**config.mk**
```make
export PLATFORM = sky130hd
export DESIGN_NAME = multi_tc
export DESIGN_NICKNAME = d
export VERILOG_FILES = /design/src/rtl/multi_tc.sv
export SDC_FILE = /design/constraint.sdc
export NUM_CORES = 1
export LEC_CHECK = 0
export ABC_AREA = 1
export BUFFER_PORTS_ARGS = -buffer_cell sky130_fd_sc_hd__clkbuf_2
export CORE_AREA = 4 4 202 204
export CTS_BUF_LIST = sky130_fd_sc_hd__clkbuf_8
export DETAILED_ROUTE_END_ITERATION = 6
export DIE_AREA = 0 0 206 208
export PLACE_DENSITY = 0.65
export SYNTH_ARGS = -nofsm -noshare
export SYNTH_HDL_FRONTEND = slang
export SYNTH_SLANG_ARGS = --single-unit
```
**constraint.sdc**
```tcl
create_clock -name clk -period 1.7 [get_ports clk]
set_input_delay 0.085 -clock clk [delete_from_list [all_inputs] [get_ports clk]]
set_output_delay 0.085 -clock clk [all_outputs]
set_load 0.03 [all_outputs]
```
**src/rtl/multi_tc.sv**
```systemverilog
`default_nettype none
// ============================================================================
// multi_tc : NCH independent WIDTH-bit down-counters, one-shot/auto-reload,
//            sticky W1C pending flags, per-channel and combined interrupts.
// Rev 1.0
// ============================================================================
module multi_tc #(
  parameter int NCH   = 4,
  parameter int WIDTH = 32
) (
  input  logic           clk,
  input  logic           reset,
  input  logic [31:0]    Addr,
  input  logic           WE,
  input  logic [31:0]    Din,
  output logic [31:0]    Dout,
  output logic [NCH-1:0] irq_vec,
  output logic           IRQ
);

  localparam logic [1:0] REG_CTRL   = 2'd0;
  localparam logic [1:0] REG_PRESET = 2'd1;
  localparam logic [1:0] REG_COUNT  = 2'd2;
  localparam logic [1:0] REG_STATUS = 2'd3;

  typedef enum logic [1:0] {
    S_IDLE = 2'd0,
    S_LOAD = 2'd1,
    S_CNT  = 2'd2,
    S_INT  = 2'd3
  } state_t;

  logic [2:0]            ch_sel;
  logic [1:0]            reg_sel;
  logic [NCH-1:0][31:0]  ch_rdata;
  logic                  unused_bits;

  assign ch_sel      = Addr[6:4];
  assign reg_sel     = Addr[3:2];
  assign unused_bits = &{1'b0, Addr[31:7], Addr[1:0], Din};

  for (genvar k = 0; k < NCH; k++) begin : g_ch
    state_t           state;
    logic             en;
    logic [1:0]       mode;
    logic             im;
    logic             pend;
    logic [WIDTH-1:0] preset;
    logic [WIDTH-1:0] count;
    logic             wr;
    logic [31:0]      rdata;

    // A channel index of NCH or more never matches, so such writes are dropped.
    assign wr = WE & (ch_sel == 3'(k));

    // A write to this channel freezes its FSM, COUNT and PEND for that cycle.
    always_ff @(posedge clk or negedge reset) begin
      if (!reset) begin
        state  <= S_IDLE;
        en     <= 1'b0;
        mode   <= 2'b00;
        im     <= 1'b0;
        pend   <= 1'b0;
        preset <= '0;
        count  <= '0;
      end else if (wr) begin
        case (reg_sel)
          REG_CTRL: begin
            en   <= Din[0];
            mode <= Din[2:1];
            im   <= Din[3];
          end
          REG_PRESET: preset <= Din[WIDTH-1:0];
          REG_STATUS: if (Din[0]) pend <= 1'b0;
          default: ;
        endcase
      end else begin
        case (state)
          S_IDLE: begin
            if (en) state <= S_LOAD;
          end
          S_LOAD: begin
            count <= preset;
            state <= S_CNT;
          end
          S_CNT: begin
            if (!en) begin
              state <= S_IDLE;
            end else if (count > WIDTH'(1)) begin
              count <= count - WIDTH'(1);
            end else begin
              count <= '0;
              pend  <= 1'b1;
              state <= S_INT;
            end
          end
          default: begin
            // MODE 1x is reserved and reloads like 01.
            if (mode == 2'b00) begin
              en    <= 1'b0;
              state <= S_IDLE;
            end else begin
              state <= S_LOAD;
            end
          end
        endcase
      end
    end

    always_comb begin
      rdata = '0;
      case (reg_sel)
        REG_CTRL:   rdata = {28'd0, im, mode, en};
        REG_PRESET: rdata = 32'(preset);
        REG_COUNT:  rdata = 32'(count);
        default:    rdata = {31'd0, pend};
      endcase
    end

    assign ch_rdata[k] = rdata;
    assign irq_vec[k]  = pend & im;
  end

  always_comb begin
    Dout = '0;
    for (int k = 0; k < NCH; k++) begin
      if (ch_sel == 3'(k)) Dout = ch_rdata[k];
    end
  end

  assign IRQ = |irq_vec;

endmodule
`default_nettype wire
```
==> flow_metrics.tcl, run 1 <==
set metrics [dict create \
    status "complete, but fails checks" \
    violations "DRC, setup timing" \
    design_area_sq_um 26800 \
    first_pass_iters 7 \
    post-route-util_pct 68.2 \
    antenna_found_initial 0 \
    clk_latency_ns 0.65 \
    cp_data_required_time_ns 1.62 \
    fin_ws_ns -0.353 \
    ys_warn_count 0 \
    grt_max_degree 80 \
    cts_tree "done" \
    syn_nets 2660 \
    fillerInstances 3039 \
    postRouteAntennaNets 0 \
    crit_arrival_ns 1.97 \
    drt_iter0_drc 2428 \
    finClkSkew_ns 0.0205 \
    synth_top_family_by_area "simple AND/OR/NAND/NOR gates" \
    yosysSeqAreaShare_pct 40.1 \
    rsz0062_at_grt "yes" \
    fmax_mhz 487 \
    pin_count 104 \
    grt.overflow.total 0 \
    setup_viol 162 \
    synth-adder-area-share_pct 0.565 \
    routed_wl_mm 75.3 \
    design.core.area_sq_um 39300 \
    synthFlopType "dfrtp_1" \
    max_slew_margin_pct 65.3 \
    path_max_fanout 2 \
    crit_type "register to output port" \
    finalCritPeriodShare_pct 121 \
    drv_cap 0 \
    hold_viol 0 \
    vias 20800 \
    drc_errors 11 \
    cp-end-kind "output port" \
    ys_ff_latch 284 \
    grt_usage_pct 31.7 \
    holdWs_ns 0.0437 \
    hold_path_class "input port to asynchronous set/reset pin" \
    leakage_uw 0.0120 \
    synthMuxAreaShare_pct 0 \
    dp_slack_ns -0.448 \
    die-area_sq_um 42800 \
    post_drt_wl_per_cell_um 20.6 \
    post-dp-hpwl_mm 47.4 \
    portBuffers 76 \
    postSynth.asyncResetShare_pct 100 \
    cts.sinks 284 \
    syn-instance-count 2585 \
    htree_levels 2 \
    gp_congestion 0.962 \
    drive_above_1_share_pct 37.4 \
    vias_per_cell 5.68 \
    placed_cell_area_sq_um 20600 \
    grt_pass1_vias 19600 \
    syn_avg_cell_area_sq_um 6.85 \
    rows 73 \
    worst_pin_slew_ns 0.520 \
    irDropWorstVdd_uv 616 \
    finalCriticalPeriod_ns 2.05 \
    synth_compound_area_share_pct 18.4 \
    synth_xor_area_share_pct 2.42 \
    synth_simple_gate_area_share_pct 29.3 \
    clk_pin_slew_ns 0.07 \
    syn_to_final_growth_pct 51.3 \
    chipHeight_um 208 \
    grt_pass1_wl_mm 107 \
    synth.distinct_cells 41 \
    crit_path_start_kind "register" \
    synth_edf_count 0 \
    fp.dieW_um 206 \
    start_util_pct 45.1 \
    syn_area_sq_um 17700 \
    cts_buffers 54 \
    drv_slew 0 \
    clock_path_buffers 3 \
    cts-root-buf "clkbuf_8" \
    power_density_nw_per_um2 1670 \
    nNetsFinal 3161 \
]
## cells in the final DEF (no fill, tap or decap), drive strengths merged, types with 47 or more instances in the layout
| master | synthesis | layout |
|---|---|---|
| inv | 269 | 276 |
| nand2 | 707 | 707 |
| dfrtp | 284 | 284 |
| nor2 | 365 | 366 |
| nand4 | 48 | 48 |
| nand3 | 113 | 113 |
| buf | 72 | 443 |
| clkbuf | 39 | 149 |
| o21ai | 294 | 294 |
| a21oi | 252 | 253 |
| xor2 | 47 | 47 |
## worst max-delay path, cell delays in order (launching register included)
cell	delay, ns
dfrtp_1	0.43
buf_6	0.13
inv_2	0.03
o22ai_2	0.23
nand2_1	0.10
nand4_1	0.19
clkbuf_8	0.21
## flip-flops by register name, indices dropped and copies added (netlist names)
register / cells
g_ch.pend: 4
g_ch.en: 4
g_ch.mode: 8
g_ch.state: 8
g_ch.im: 4
g_ch.preset: 128
g_ch.count: 128
## layer usage
layer	vias up	global-route usage [%]	share of wire, %	wire (um)
met4	0	13.1	5.6	4190
li1	9427	-	-	-
met1	10000	43.0	39	29700
met3	272	5.83	8.6	6500
met5	-	0	0	0
met2	1083	49.9	46	34900
## power breakdown
part	switching [uW]	leakage, uW	internal, uW	total (uW)
clock	3340	0.000740	5290	8630
combinational	14300	0.00782	11000	25300
sequential	1790	0.00342	9130	10900
total	19400	0.0120	25400	44900
## area by class of cell
| cell class | count | area (sq um) | area share, % |
|---|---|---|---|
| antenna | 1 | 2.50 | 0.00934 |
| multi-input combinational | 1922 | 11300 | 42.2 |
| clock buffer | 75 | 1030 | 3.85 |
| timing repair buffer | 554 | 5260 | 19.6 |
| inverter | 270 | 1060 | 3.96 |
| clock inverter | 26 | 348 | 1.30 |
| tap | 525 | 657 | 2.45 |
| sequential | 284 | 7110 | 26.5 |
## cells in the mapped netlist, types with 14 or more instances
| master | number | share of area [%] |
|---|---|---|
| nand2_1 | 686 | 15 |
| a22oi_1 | 14 | 0.59 |
| a21oi_1 | 248 | 7.0 |
| o22ai_1 | 35 | 1.2 |
| nand2_2 | 17 | 0.60 |
| clkbuf_1 | 39 | 0.83 |
| nor2_1 | 332 | 7.0 |
| xor2_1 | 47 | 2.3 |
| nor2_2 | 25 | 0.88 |
| nand3_1 | 108 | 3.1 |
| buf_2 | 50 | 1.4 |
| nand4_1 | 48 | 1.7 |
| inv_1 | 259 | 5.5 |
| o21ai_0 | 285 | 8.1 |
| buf_6 | 14 | 0.89 |
| dfrtp_1 | 284 | 40 |
## repair_timing
action | CTS | global route
hold buffers | 38 | 0
hold endpoints to repair | 432 | 0
pin swaps | 103 | 166
setup buffers | 97 | 66
resized for setup | 408 | 508
gates cloned | 8 | 5
endpoints found under the setup margin | 129 | 172
## cells by family after synthesis
group	count (synthesis)
compound gates	617
xor+xnor	49
fa+ha+maj	8
buf+inv	381
flops	284
simple gates	1246
## worst paths after layout
kind / cells past startpoint / end / slack, ns / start
setup reg to reg: 11 / g_ch[0].count[22] / -0.21 / g_ch[0].count[16]
setup / recovery: 6 / Dout[18] / -0.35 / g_ch[0].count[18]
max in group asynchronous: 3 / g_ch[2].count[8] / 1.14 / reset
hold reg to reg: 2 / g_ch[1].mode[1] / 0.49 / g_ch[1].mode[1]
min in group clk: 5 / g_ch[1].mode[0] / 0.14 / Addr[4]
hold / removal: 3 / g_ch[0].count[1] / 0.04 / reset
## metrics by stage
| step | TNS, ns | instances | power (uW) |
|---|---|---|---|
| 2_1_floorplan | 0 | 2585 | 20600 |
| 3_3_place_gp | -16.37 | 3356 | 27100 |
| 3_5_place_dp | -21.59 | 3356 | 27600 |
| 4_1_cts | -15.42 | 3596 | 39700 |
| 5_1_grt | -32.25 | 3656 | 47200 |
| 6_report | -21.30 | 3657 | 44900 |
No activity file was read; power rests on OpenSTA's default activity.
==> inputs of run 2 (changes only) <==
==> constraint.sdc (replaced) <==
create_clock -name clk -period 1.7 [get_ports clk]
set_input_delay 0.085 -clock clk [delete_from_list [all_inputs] [get_ports clk]]
set_output_delay 0.085 -clock clk [all_outputs]
set_load 0.1 [all_outputs]
==> flow_metrics.tcl, run 2 (synthesized netlist as in run 1, its figures left out) <==
set metrics [dict create \
    status "complete, but fails checks" \
    violations "setup timing" \
    design.core.area_sq_um 39300 \
    max_slew_margin_pct 69.0 \
    power_density_nw_per_um2 1660 \
    die-area_sq_um 42800 \
    grt_pass1_vias 20500 \
    slowest_delay_ns 0.41 \
    rsz0062_at_grt "yes" \
    routed_wl_mm 78.2 \
    vias 21400 \
    syn_to_final_growth_pct 56.8 \
    vias_per_cell 5.70 \
    crit_path_start_kind "register" \
    finalCriticalPeriod_ns 2.07 \
    pin_count 104 \
    fin_ws_ns -0.366 \
    fillerInstances 2976 \
    cts_buffers 53 \
    crit_chain "buf_6 -> inv_2 -> o22ai_2 -> nand2_1 -> nand4_1 -> buf_12" \
    worst_pin_slew_ns 0.465 \
    leakage_uw 0.0124 \
    finClkSkew_ns 0.0335 \
    fp.dieW_um 206 \
    cts_tree "done" \
    hold_viol 0 \
    crit_arrival_ns 1.98 \
    crit_type "register to output port" \
    post_drt_wl_per_cell_um 20.9 \
    grt_max_degree 65 \
    drive_above_1_share_pct 40.4 \
    nNetsFinal 3260 \
    htree_levels 2 \
    drv_slew 0 \
    postRouteAntennaNets 0 \
    drt_iter0_drc 2000 \
    portBuffers 76 \
    fmax_mhz 484 \
    grt.overflow.total 0 \
    layout_common_cells "nand2_1, buf_4, dfrtp_1" \
    path_max_fanout 2 \
    cp-end-kind "output port" \
    setup_viol 168 \
    drv_cap 0 \
    rows 73 \
    reg_top3 "g_ch.count (128), g_ch.preset (128)" \
    clk_latency_ns 0.65 \
    seq_area_sq_um 7110 \
    cp_data_required_time_ns 1.62 \
    post-dp-hpwl_mm 49.4 \
    p_total_uw 46000 \
    finalCritPeriodShare_pct 122 \
    crit_start "g_ch[0].count[7]" \
    cts.sinks 284 \
    crit_slowest_cell "dfrtp_1" \
    multiInputGateArea_sq_um 11300 \
    grt_usage_pct 33.3 \
    clock_path_buffers 3 \
    drc_errors 0 \
    gp_congestion 0.970 \
    hold_path_class "input port to asynchronous set/reset pin" \
    reg2reg_depth 11 \
    layout_commonest_cell "nand2_1" \
    first_pass_iters 6 \
    start_util_pct 45.1 \
    chipHeight_um 208 \
    diodes 0 \
    post-route-util_pct 70.7 \
    worstReg2RegStart "g_ch[0].count[0]" \
    cts-root-buf "clkbuf_8" \
    clk_pin_slew_ns 0.07 \
    grt_pass1_wl_mm 112 \
    irDropWorstVdd_uv 1120 \
    antenna_found_initial 0 \
]
run 2: layout make-up:
cell class	instances	area share (%)
clock inverters	25	0.784
inverters	270	4.07
repair buffers	653	23.1
clock buffers	71	3.52
flip-flops and latches	284	25.6
well taps	525	2.37
multi-input cells	1923	40.5
run 2: path summary, 6_finish.rpt:
check,endpoint,slack (ns)
setup reg to reg,g_ch[0].count[18],-0.25
setup / recovery,Dout[7],-0.37
hold reg to reg,g_ch[1].mode[0],0.49
hold / removal,g_ch[0].preset[14],0.12
min in group clk,g_ch[1].pend,0.13
max in group asynchronous,g_ch[0].count[20],1.22
run 2: repair_timing:
item / in CTS / in global routing
pin swaps: 133 / 154
hold buffers: 38 / 0
endpoints found under the hold margin: 428 / 0
gates cloned: 8 / 5
setup buffers: 154 / 77
gates resized for setup: 507 / 430
endpoints found under the setup margin: 165 / 208
run 2: critical path: cells and delay by family, from the launching register on:
family | cells | cell delay, ns
buffers and inverters | 3 | 0.45
AOI/OAI and AO/OA | 1 | 0.06
DFF | 1 | 0.41
and+or+nand+nor | 2 | 0.41
run 2: through the flow:
| stage | setup slack (ns) | hold slack (ns) | cells | instance area (sq um) | TNS (ns) |
|---|---|---|---|---|---|
| after floorplan | -0.00402 | -0.211 | 2585 | 17800 | -0.0196 |
| after global placement | -0.498 | 0.00972 | 3394 | 21400 | -28.39 |
| after detailed placement | -0.532 | 0.00671 | 3394 | 21400 | -35.07 |
| after CTS | -0.322 | 0.0642 | 3679 | 25700 | -12.79 |
| after global routing | -0.415 | 0.127 | 3751 | 27800 | -31.24 |
| final | -0.366 | 0.117 | 3751 | 27800 | -20.75 |
run 2: per-layer routing:
layer | vias to the layer above | GRT usage, % | part of all wire (%)
li1 | 9654 | - | -
met1 | 10300 | 43.7 | 38
met2 | 1084 | 52.7 | 46
met3 | 344 | 4.60 | 7.7
met4 | 0 | 19.3 | 7.7
met5 | - | 0 | 0
run 2: report_power, final:
group	leakage (uW)	total, uW	switching, uW	internal [uW]
logic	0.00835	27500	15100	12400
clock network	0.000656	7580	3250	4330
registers	0.00342	10900	1750	9120
total	0.0124	46000	20100	25800
